==> config.mk <==
export PLATFORM = sky130hd
export DESIGN_NAME = discharge_pulse_scheduler
export DESIGN_NICKNAME = d
export VERILOG_FILES = /design/src/rtl/discharge_pulse_scheduler.sv
export SDC_FILE = /design/constraint.sdc
export NUM_CORES = 1
export LEC_CHECK = 0
export ABC_AREA = 1
export CORE_MARGIN = 2
export CORE_UTILIZATION = 45
export CTS_BUF_LIST = sky130_fd_sc_hd__clkbuf_2 sky130_fd_sc_hd__clkbuf_4 sky130_fd_sc_hd__clkbuf_8
export CTS_CLUSTER_DIAMETER = 200
export DETAILED_ROUTE_END_ITERATION = 8
export GPL_TIMING_DRIVEN = 0
export HOLD_SLACK_MARGIN = 0.06
export PLACE_DENSITY_LB_ADDON = 0.15
export SLEW_MARGIN = 20
export SYNTH_ARGS = -nofsm -noshare
export SYNTH_HDL_FRONTEND = slang
export SYNTH_SLANG_ARGS = --single-unit
==> constraint.sdc <==
create_clock -name clk -period 2.91 [get_ports clk]
set_clock_uncertainty 0.2 [all_clocks]
set_input_delay 0.582 -clock clk [delete_from_list [all_inputs] [get_ports clk]]
set_output_delay 0.582 -clock clk [all_outputs]
set_load 0.05 [all_outputs]
==> src/rtl/discharge_pulse_scheduler.sv <==
// ---------------------------------------------------------------------------
// discharge_pulse_scheduler
//
// Sequences EDM discharge pulses for the buck current path:
//   IDLE -> OPEN (open-gap voltage, wait for breakdown) -> DISCHARGE (Ton)
//        -> TOFF (cooling) -> OPEN ...
// A short during DISCHARGE diverts through SHORT (fixed back-off) before TOFF.
// Configuration is latched only at pulse boundaries (start from IDLE and the
// end of TOFF), so host register writes never disturb a pulse in flight.
//
// Optional feature macro: OPEN_TIMEOUT_EN
//   defined   : OPEN gives up after OPEN_MAX_US without breakdown and goes to
//               TOFF (or IDLE if a stop is pending).
//   undefined : OPEN waits indefinitely for breakdown or stop.
//
// Ports
//   clk, rst           clock, synchronous active-high reset
//   start, stop        one-cycle host requests
//   cfg_waveform/ton/toff/ip   host configuration (sampled at boundaries)
//   breakdown, short_circuit   synchronised gap status
//   open_voltage       apply open-gap voltage (OPEN)
//   waveform_out/ip_out latched waveform code / peak current in DISCHARGE
//   timer_us           microseconds elapsed in the current state
//   busy               state is not IDLE
//   cfg_err            one-cycle pulse when a (re)start is rejected
//   pulse_count        completed discharges (wrapping)
//   short_count        short events (saturating)
// ---------------------------------------------------------------------------
module discharge_pulse_scheduler #(
   parameter int CLK_PER_US       = 100,
   parameter int SHORT_BACKOFF_US = 50,
   parameter int OPEN_MAX_US      = 1000
) (
   input  logic        clk,
   input  logic        rst,
   input  logic        start,
   input  logic        stop,
   input  logic [15:0] cfg_waveform,
   input  logic [15:0] cfg_ton,
   input  logic [15:0] cfg_toff,
   input  logic [15:0] cfg_ip,
   input  logic        breakdown,
   input  logic        short_circuit,
   output logic        open_voltage,
   output logic [15:0] waveform_out,
   output logic [15:0] ip_out,
   output logic [15:0] timer_us,
   output logic        busy,
   output logic        cfg_err,
   output logic [31:0] pulse_count,
   output logic [15:0] short_count
);

   localparam int              PW         = $clog2(CLK_PER_US);
   localparam logic [PW-1:0]   PRESC_LAST = PW'(CLK_PER_US - 1);
   // Back-off of 0 us is treated as a single microsecond.
   localparam logic [15:0]     SHORT_LAST = 16'((SHORT_BACKOFF_US > 0) ? SHORT_BACKOFF_US - 1 : 0);
   localparam logic [15:0]     OPEN_LAST  = 16'((OPEN_MAX_US > 0) ? OPEN_MAX_US - 1 : 0);
`ifdef OPEN_TIMEOUT_EN
   localparam bit              TIMEOUT_EN = 1'b1;
`else
   localparam bit              TIMEOUT_EN = 1'b0;
`endif

   typedef enum logic [2:0] {
      S_IDLE, S_OPEN, S_DISCHARGE, S_TOFF, S_SHORT
   } state_t;

   state_t         state_reg, state_next;
   logic [PW-1:0]  presc_reg;
   logic [15:0]    timer_reg;
   logic [15:0]    wf_l_reg, ton_l_reg, toff_l_reg, ip_l_reg;
   logic           stop_pend_reg, stop_pend_next;
   logic           open_voltage_reg, busy_reg, cfg_err_reg;
   logic [15:0]    waveform_out_reg, ip_out_reg, short_count_reg;
   logic [31:0]    pulse_count_reg;

   logic           tick;
   logic           latch_cfg, err_next, pulse_inc, short_inc;

   function automatic logic cfg_ok(input logic [15:0] wf, input logic [15:0] ton);
      return (ton != 16'd0) && (wf[15] || wf == 16'h0002 || wf == 16'h0004);
   endfunction

   assign tick = (presc_reg == PRESC_LAST);

   always_comb begin
      state_next     = state_reg;
      stop_pend_next = stop_pend_reg;
      latch_cfg      = 1'b0;
      err_next       = 1'b0;
      pulse_inc      = 1'b0;
      short_inc      = 1'b0;
      case (state_reg)
         S_IDLE: begin
            if (start) begin
               if (cfg_ok(cfg_waveform, cfg_ton)) begin
                  latch_cfg  = 1'b1;
                  state_next = S_OPEN;
               end else begin
                  err_next = 1'b1;
               end
            end
         end
         S_OPEN: begin
            if (stop) begin
               state_next = S_IDLE;
            end else if (breakdown) begin
               state_next = S_DISCHARGE;
            end else if (TIMEOUT_EN && tick && timer_reg == OPEN_LAST) begin
               state_next = stop_pend_reg ? S_IDLE : S_TOFF;
            end
         end
         S_DISCHARGE: begin
            if (stop) stop_pend_next = 1'b1;
            // Short wins over Ton expiry in the same cycle.
            if (short_circuit) begin
               state_next = S_SHORT;
               short_inc  = 1'b1;
            end else if (tick && timer_reg == ton_l_reg - 16'd1) begin
               state_next = S_TOFF;
               pulse_inc  = 1'b1;
            end
         end
         S_TOFF: begin
            if (stop) stop_pend_next = 1'b1;
            if (toff_l_reg == 16'd0 || (tick && timer_reg == toff_l_reg - 16'd1)) begin
               // A stop landing on the very last TOFF cycle is honoured too.
               if (stop_pend_reg || stop) begin
                  state_next = S_IDLE;
               end else if (cfg_ok(cfg_waveform, cfg_ton)) begin
                  latch_cfg  = 1'b1;
                  state_next = S_OPEN;
               end else begin
                  err_next   = 1'b1;
                  state_next = S_IDLE;
               end
            end
         end
         S_SHORT: begin
            if (stop) stop_pend_next = 1'b1;
            if (tick && timer_reg == SHORT_LAST) state_next = S_TOFF;
         end
         default: state_next = S_IDLE;
      endcase
      if (state_next == S_IDLE) stop_pend_next = 1'b0;
   end

   always_ff @(posedge clk) begin
      if (rst) begin
         state_reg        <= S_IDLE;
         presc_reg        <= '0;
         timer_reg        <= '0;
         wf_l_reg         <= '0;
         ton_l_reg        <= '0;
         toff_l_reg       <= '0;
         ip_l_reg         <= '0;
         stop_pend_reg    <= 1'b0;
         open_voltage_reg <= 1'b0;
         waveform_out_reg <= '0;
         ip_out_reg       <= '0;
         busy_reg         <= 1'b0;
         cfg_err_reg      <= 1'b0;
         pulse_count_reg  <= '0;
         short_count_reg  <= '0;
      end else begin
         state_reg     <= state_next;
         stop_pend_reg <= stop_pend_next;

         // Every state entry restarts the microsecond time base.
         if (state_next != state_reg) begin
            presc_reg <= '0;
            timer_reg <= '0;
         end else if (tick) begin
            presc_reg <= '0;
            if (timer_reg != 16'hFFFF) timer_reg <= timer_reg + 16'd1;
         end else begin
            presc_reg <= presc_reg + PW'(1);
         end

         if (latch_cfg) begin
            wf_l_reg   <= cfg_waveform;
            ton_l_reg  <= cfg_ton;
            toff_l_reg <= cfg_toff;
            ip_l_reg   <= cfg_ip;
         end

         // Outputs are registered from the next state so they line up with
         // the state register. DISCHARGE is only entered from OPEN, where no
         // latch happens, so the latched values are already stable.
         open_voltage_reg <= (state_next == S_OPEN);
         waveform_out_reg <= (state_next == S_DISCHARGE) ? wf_l_reg : 16'd0;
         ip_out_reg       <= (state_next == S_DISCHARGE) ? ip_l_reg : 16'd0;
         busy_reg         <= (state_next != S_IDLE);
         cfg_err_reg      <= err_next;

         if (pulse_inc) pulse_count_reg <= pulse_count_reg + 32'd1;
         if (short_inc && short_count_reg != 16'hFFFF) short_count_reg <= short_count_reg + 16'd1;
      end
   end

   assign open_voltage = open_voltage_reg;
   assign waveform_out = waveform_out_reg;
   assign ip_out       = ip_out_reg;
   assign timer_us     = timer_reg;
   assign busy         = busy_reg;
   assign cfg_err      = cfg_err_reg;
   assign pulse_count  = pulse_count_reg;
   assign short_count  = short_count_reg;

endmodule

==> run summary <==
=================================================================================
Leak Pwr                                                                 4.509 nW
Routability congestion estimate from global placement                      0.9365
Post-synthesis net count                                                     1363
Vias per cell                                                               5.093
Placement row count                                                            51
Levels on crit path                                                            19
Met2 routed wirelength                                                   12.30 mm
Synth Instances                                                              1285
Maximum resistive drop on vdd                                           0.3506 mV
Portion of the post-synthesis area used by sequential elements             0.3861
Synth Cell Area                                                      0.009021 mm2
Die extent in x                                                          145.6 um
Fin. Hold Viols                                                                 0
Violation count after the first detailed-route iteration                      596
Fraction of synthesis flops using an asynchronous set or reset pin              0
Area of the core region                                               0.01959 mm2
CTS tree                                                                    built
Count of buffer and inverter cells on the critical path                         4
H-Tree Level Count                                                              4
Count of cells along the worst hold path                                        2
Antenna violation net count after detailed routing                              0
Root Buffer Master                                                   sky130_fd_sc_hd__clkbuf_8
Type of the tightest min-delay check                                      reg2reg
DRT Pass-1 Iters                                                                5
Gr usage total                                                             0.2468
Commonest non-fill, non-tap cell in the layout                       sky130_fd_sc_hd__nand2_1
Number of buffers created by CTS                                               17
Num ports                                                                     169
Vertical die dimension                                                   145.6 um
Number of antenna violations at the first check in global routing               0
Power per unit of standard cell area                                 447.7 mW/mm2
Top delay family on crit path                                        simple AND/OR/NAND/NOR gates
Global-route wire length before repair                                   42.34 mm
Count of hold buffers inserted by post-cts repair                               0
Routed met3 length                                                       1.675 mm
Global route overflow                                                           0
Number of nets at the end of the flow                                        1565
Post-Place Setup Slack                                                 -0.2460 ns
Area of the die                                                       0.02120 mm2
FF+latch count, synth                                                         174
Count of non-filler cells in the finished layout                             1765
Slew @ Worst Pin                                                        0.6524 ns
Largest driver fanout on the critical path                                      7
Status                                                               complete, no violations
Startpoint class of the critical path                                   flip-flop
Max-slew violation total from the final report                                  0
Clk sink count                                                                174
Final critical delay including setup and external delays                 2.744 ns
Final antenna diode count                                                       0
Worst Reg2Reg Path Length in Cells                                             19
Start-to-end type of the worst setup path                                 reg2reg
Wire length after detailed routing                                       26.42 mm
DRC violation count after routing                                               0
Relative slew margins                                                      0.5651
Final design area excluding fillers                                   0.01170 mm2
Post-layout utilization of the core                                        0.5974
# Max-Cap Violations                                                            0
Highest metal layer with signal wires                                        met4
Flip-flop count of the largest register after layout                           32
Maximum clock rate                                                     0.3644 GHz
Cell total after placement                                                   1718
Number of enable-type register cells in the synthesized netlist                 0
Worst path cell trace                                                inv_2 -> ha_4 -> nand2_4 -> nor2_8 -> nand3b_1 -> nand2_1 -> nand2_1 -> inv_1 -> nand2_1 -> nor2_1 -> nand3_1 -> nand3_2 -> nand2_2 -> clkinv_2 -> nand2_2 -> nand2_2 -> nand4_4 -> buf_4 -> nor2_1
Number of global-route vias before repair                                    8370
Data arrival time of the critical path                                    2.96 ns
Warnings, synthesis                                                             0
Detailed Place HPWL                                                      20.21 mm
Layout cell share with drive strength beyond 1                            0.09867
Later-pin clock latency in the skew report                                0.48 ns
Crit-path slowest cell                                               sky130_fd_sc_hd__dfxtp_1
Effective utilization at floorplan                                         0.4605
Area Growth Syn to Fin                                                     29.72%
Largest net degree at the start of global routing                              22
Quantity of I/O buffers inserted on ports                                     168
Met1 wire length                                                         11.80 mm
Count of distinct cell types in the synthesized netlist                        44
Longest Clk Path Bufs                                                           2
Post-synth top flop                                                  sky130_fd_sc_hd__dfxtp_1
Share of the clock period used by the worst path after layout              0.9430
Critical Path End Type                                                  flip-flop
Via count                                                                    8990
Routed wirelength normalized by instance count                           14.97 um
Clock slew seen by the registers of the worst setup and hold paths        0.11 ns
Number of failing setup endpoints in the final timing report                    0
Min setup slack post-route                                              0.1658 ns
Max stage delay on crit path                                              0.35 ns
Top library cells by usage in the layout, fill and taps aside        237 x sky130_fd_sc_hd__nand2_1, 170 x sky130_fd_sc_hd__dfxtp_1, 169 x sky130_fd_sc_hd__inv_1, 168 x sky130_fd_sc_hd__clkdlybuf4s50_1, 158 x sky130_fd_sc_hd__nor2_1
Fillcell total                                                               1857
Required time worst endpoint                                              3.12 ns
Post-placement cell area                                              0.01103 mm2
Post-synthesis average cell area                                        7.020 um2
=================================================================================
## per-layer routing
metal	vias to the layer above	GRT usage
met5	-	0
li1	4557	-
met4	0	0.07549
met3	51	0.05517
met1	4144	0.3226
met2	238	0.4083
## worst reg2reg max path, stage by stage (launching register included)
cell	delay, ns
sky130_fd_sc_hd__dfxtp_1	0.35
sky130_fd_sc_hd__inv_2	0.11
sky130_fd_sc_hd__ha_4	0.19
sky130_fd_sc_hd__nand2_4	0.10
sky130_fd_sc_hd__nor2_8	0.18
sky130_fd_sc_hd__nand3b_1	0.09
sky130_fd_sc_hd__nand2_1	0.09
sky130_fd_sc_hd__nand2_1	0.05
sky130_fd_sc_hd__inv_1	0.05
sky130_fd_sc_hd__nand2_1	0.06
sky130_fd_sc_hd__nor2_1	0.11
sky130_fd_sc_hd__nand3_1	0.16
sky130_fd_sc_hd__nand3_2	0.15
sky130_fd_sc_hd__nand2_2	0.06
sky130_fd_sc_hd__clkinv_2	0.07
sky130_fd_sc_hd__nand2_2	0.06
sky130_fd_sc_hd__nand2_2	0.10
sky130_fd_sc_hd__nand4_4	0.20
sky130_fd_sc_hd__buf_4	0.23
sky130_fd_sc_hd__nor2_1	0.08
## power by group
part / switching [mW] / total (mW) / internal [mW]
logic: 0.540 / 0.900 / 0.360
clock network: 1.14 / 1.83 / 0.688
registers: 0.0529 / 2.51 / 2.46
## what timing repair did
action,4_1_cts,5_1_grt
setup endpoints to repair,69,140
pin swaps,1,7
cloned,0,1
gates resized for setup,7,33
setup buffers,1,13
## path summary, 6_finish.rpt
check | slack [ns] | start | endpoint
max | 0.17 | toff_l_reg[0] | timer_us[0]
min | 0.24 | wf_l_reg[4] | waveform_out[4]
max reg2reg | 0.17 | toff_l_reg[0] | timer_us[0]
min reg2reg | 0.24 | wf_l_reg[4] | waveform_out[4]
## cell usage after synthesis (4+ instances only)
| library cell | instances | share of area |
|---|---|---|
| sky130_fd_sc_hd__nand2_1 | 239 | 0.099 |
| sky130_fd_sc_hd__dfxtp_1 | 174 | 0.39 |
| sky130_fd_sc_hd__inv_1 | 173 | 0.072 |
| sky130_fd_sc_hd__nor2_1 | 164 | 0.068 |
| sky130_fd_sc_hd__a21oi_1 | 103 | 0.057 |
| sky130_fd_sc_hd__o21ai_0 | 70 | 0.039 |
| sky130_fd_sc_hd__nand3_1 | 59 | 0.033 |
| sky130_fd_sc_hd__nand4_1 | 44 | 0.031 |
| sky130_fd_sc_hd__xor2_1 | 39 | 0.038 |
| sky130_fd_sc_hd__nor3_1 | 38 | 0.021 |
| sky130_fd_sc_hd__clkbuf_1 | 21 | 0.0087 |
| sky130_fd_sc_hd__o21ai_1 | 21 | 0.012 |
| sky130_fd_sc_hd__xnor2_1 | 21 | 0.020 |
| sky130_fd_sc_hd__nor2_4 | 16 | 0.020 |
| sky130_fd_sc_hd__nor4_1 | 15 | 0.010 |
| sky130_fd_sc_hd__nand2_2 | 10 | 0.0069 |
| sky130_fd_sc_hd__nor2_2 | 10 | 0.0069 |
| sky130_fd_sc_hd__buf_2 | 9 | 0.0050 |
| sky130_fd_sc_hd__buf_6 | 9 | 0.011 |
| sky130_fd_sc_hd__ha_1 | 8 | 0.011 |
| sky130_fd_sc_hd__nand3b_1 | 6 | 0.0050 |
| sky130_fd_sc_hd__nand3_2 | 4 | 0.0044 |
| sky130_fd_sc_hd__o21ai_2 | 4 | 0.0039 |
## through the flow
stage	hold slack, ns	TNS (ns)	power (mW)
5_1_grt	0.2357	-0.04015	5.478
4_1_cts	0.2333	-0.0007505	5.212
3_5_place_dp	0.2254	-8.350	3.400
6_report	0.2366	0	5.239
3_3_place_gp	0.2225	-8.370	3.389
2_1_floorplan	0.2084	0	3.132
## logic make-up (layout without fill, tap and decap cells)
kind of cell	count (synthesis)	count (layout)	synth area share
buf+inv	221	436	0.1035
flops	174	174	0.3861
compound gates	203	203	0.1158
fa+ha+maj	8	8	0.01110
simple gates	618	618	0.3227
xor+xnor	61	61	0.06075
## area by class of cell
type	instances	area, um2	share of cell area
multi-input combinational	890	4682	0.4001
sequential	174	3488	0.2981
timing repair buffer	183	1812	0.1548
inverter	177	665.6	0.05688
tap	265	331.6	0.02833
buffer	44	277.8	0.02374
clock buffer	17	234.0	0.01999
clock inverter	15	211.5	0.01807
No activity file was read; power rests on OpenSTA's default activity.
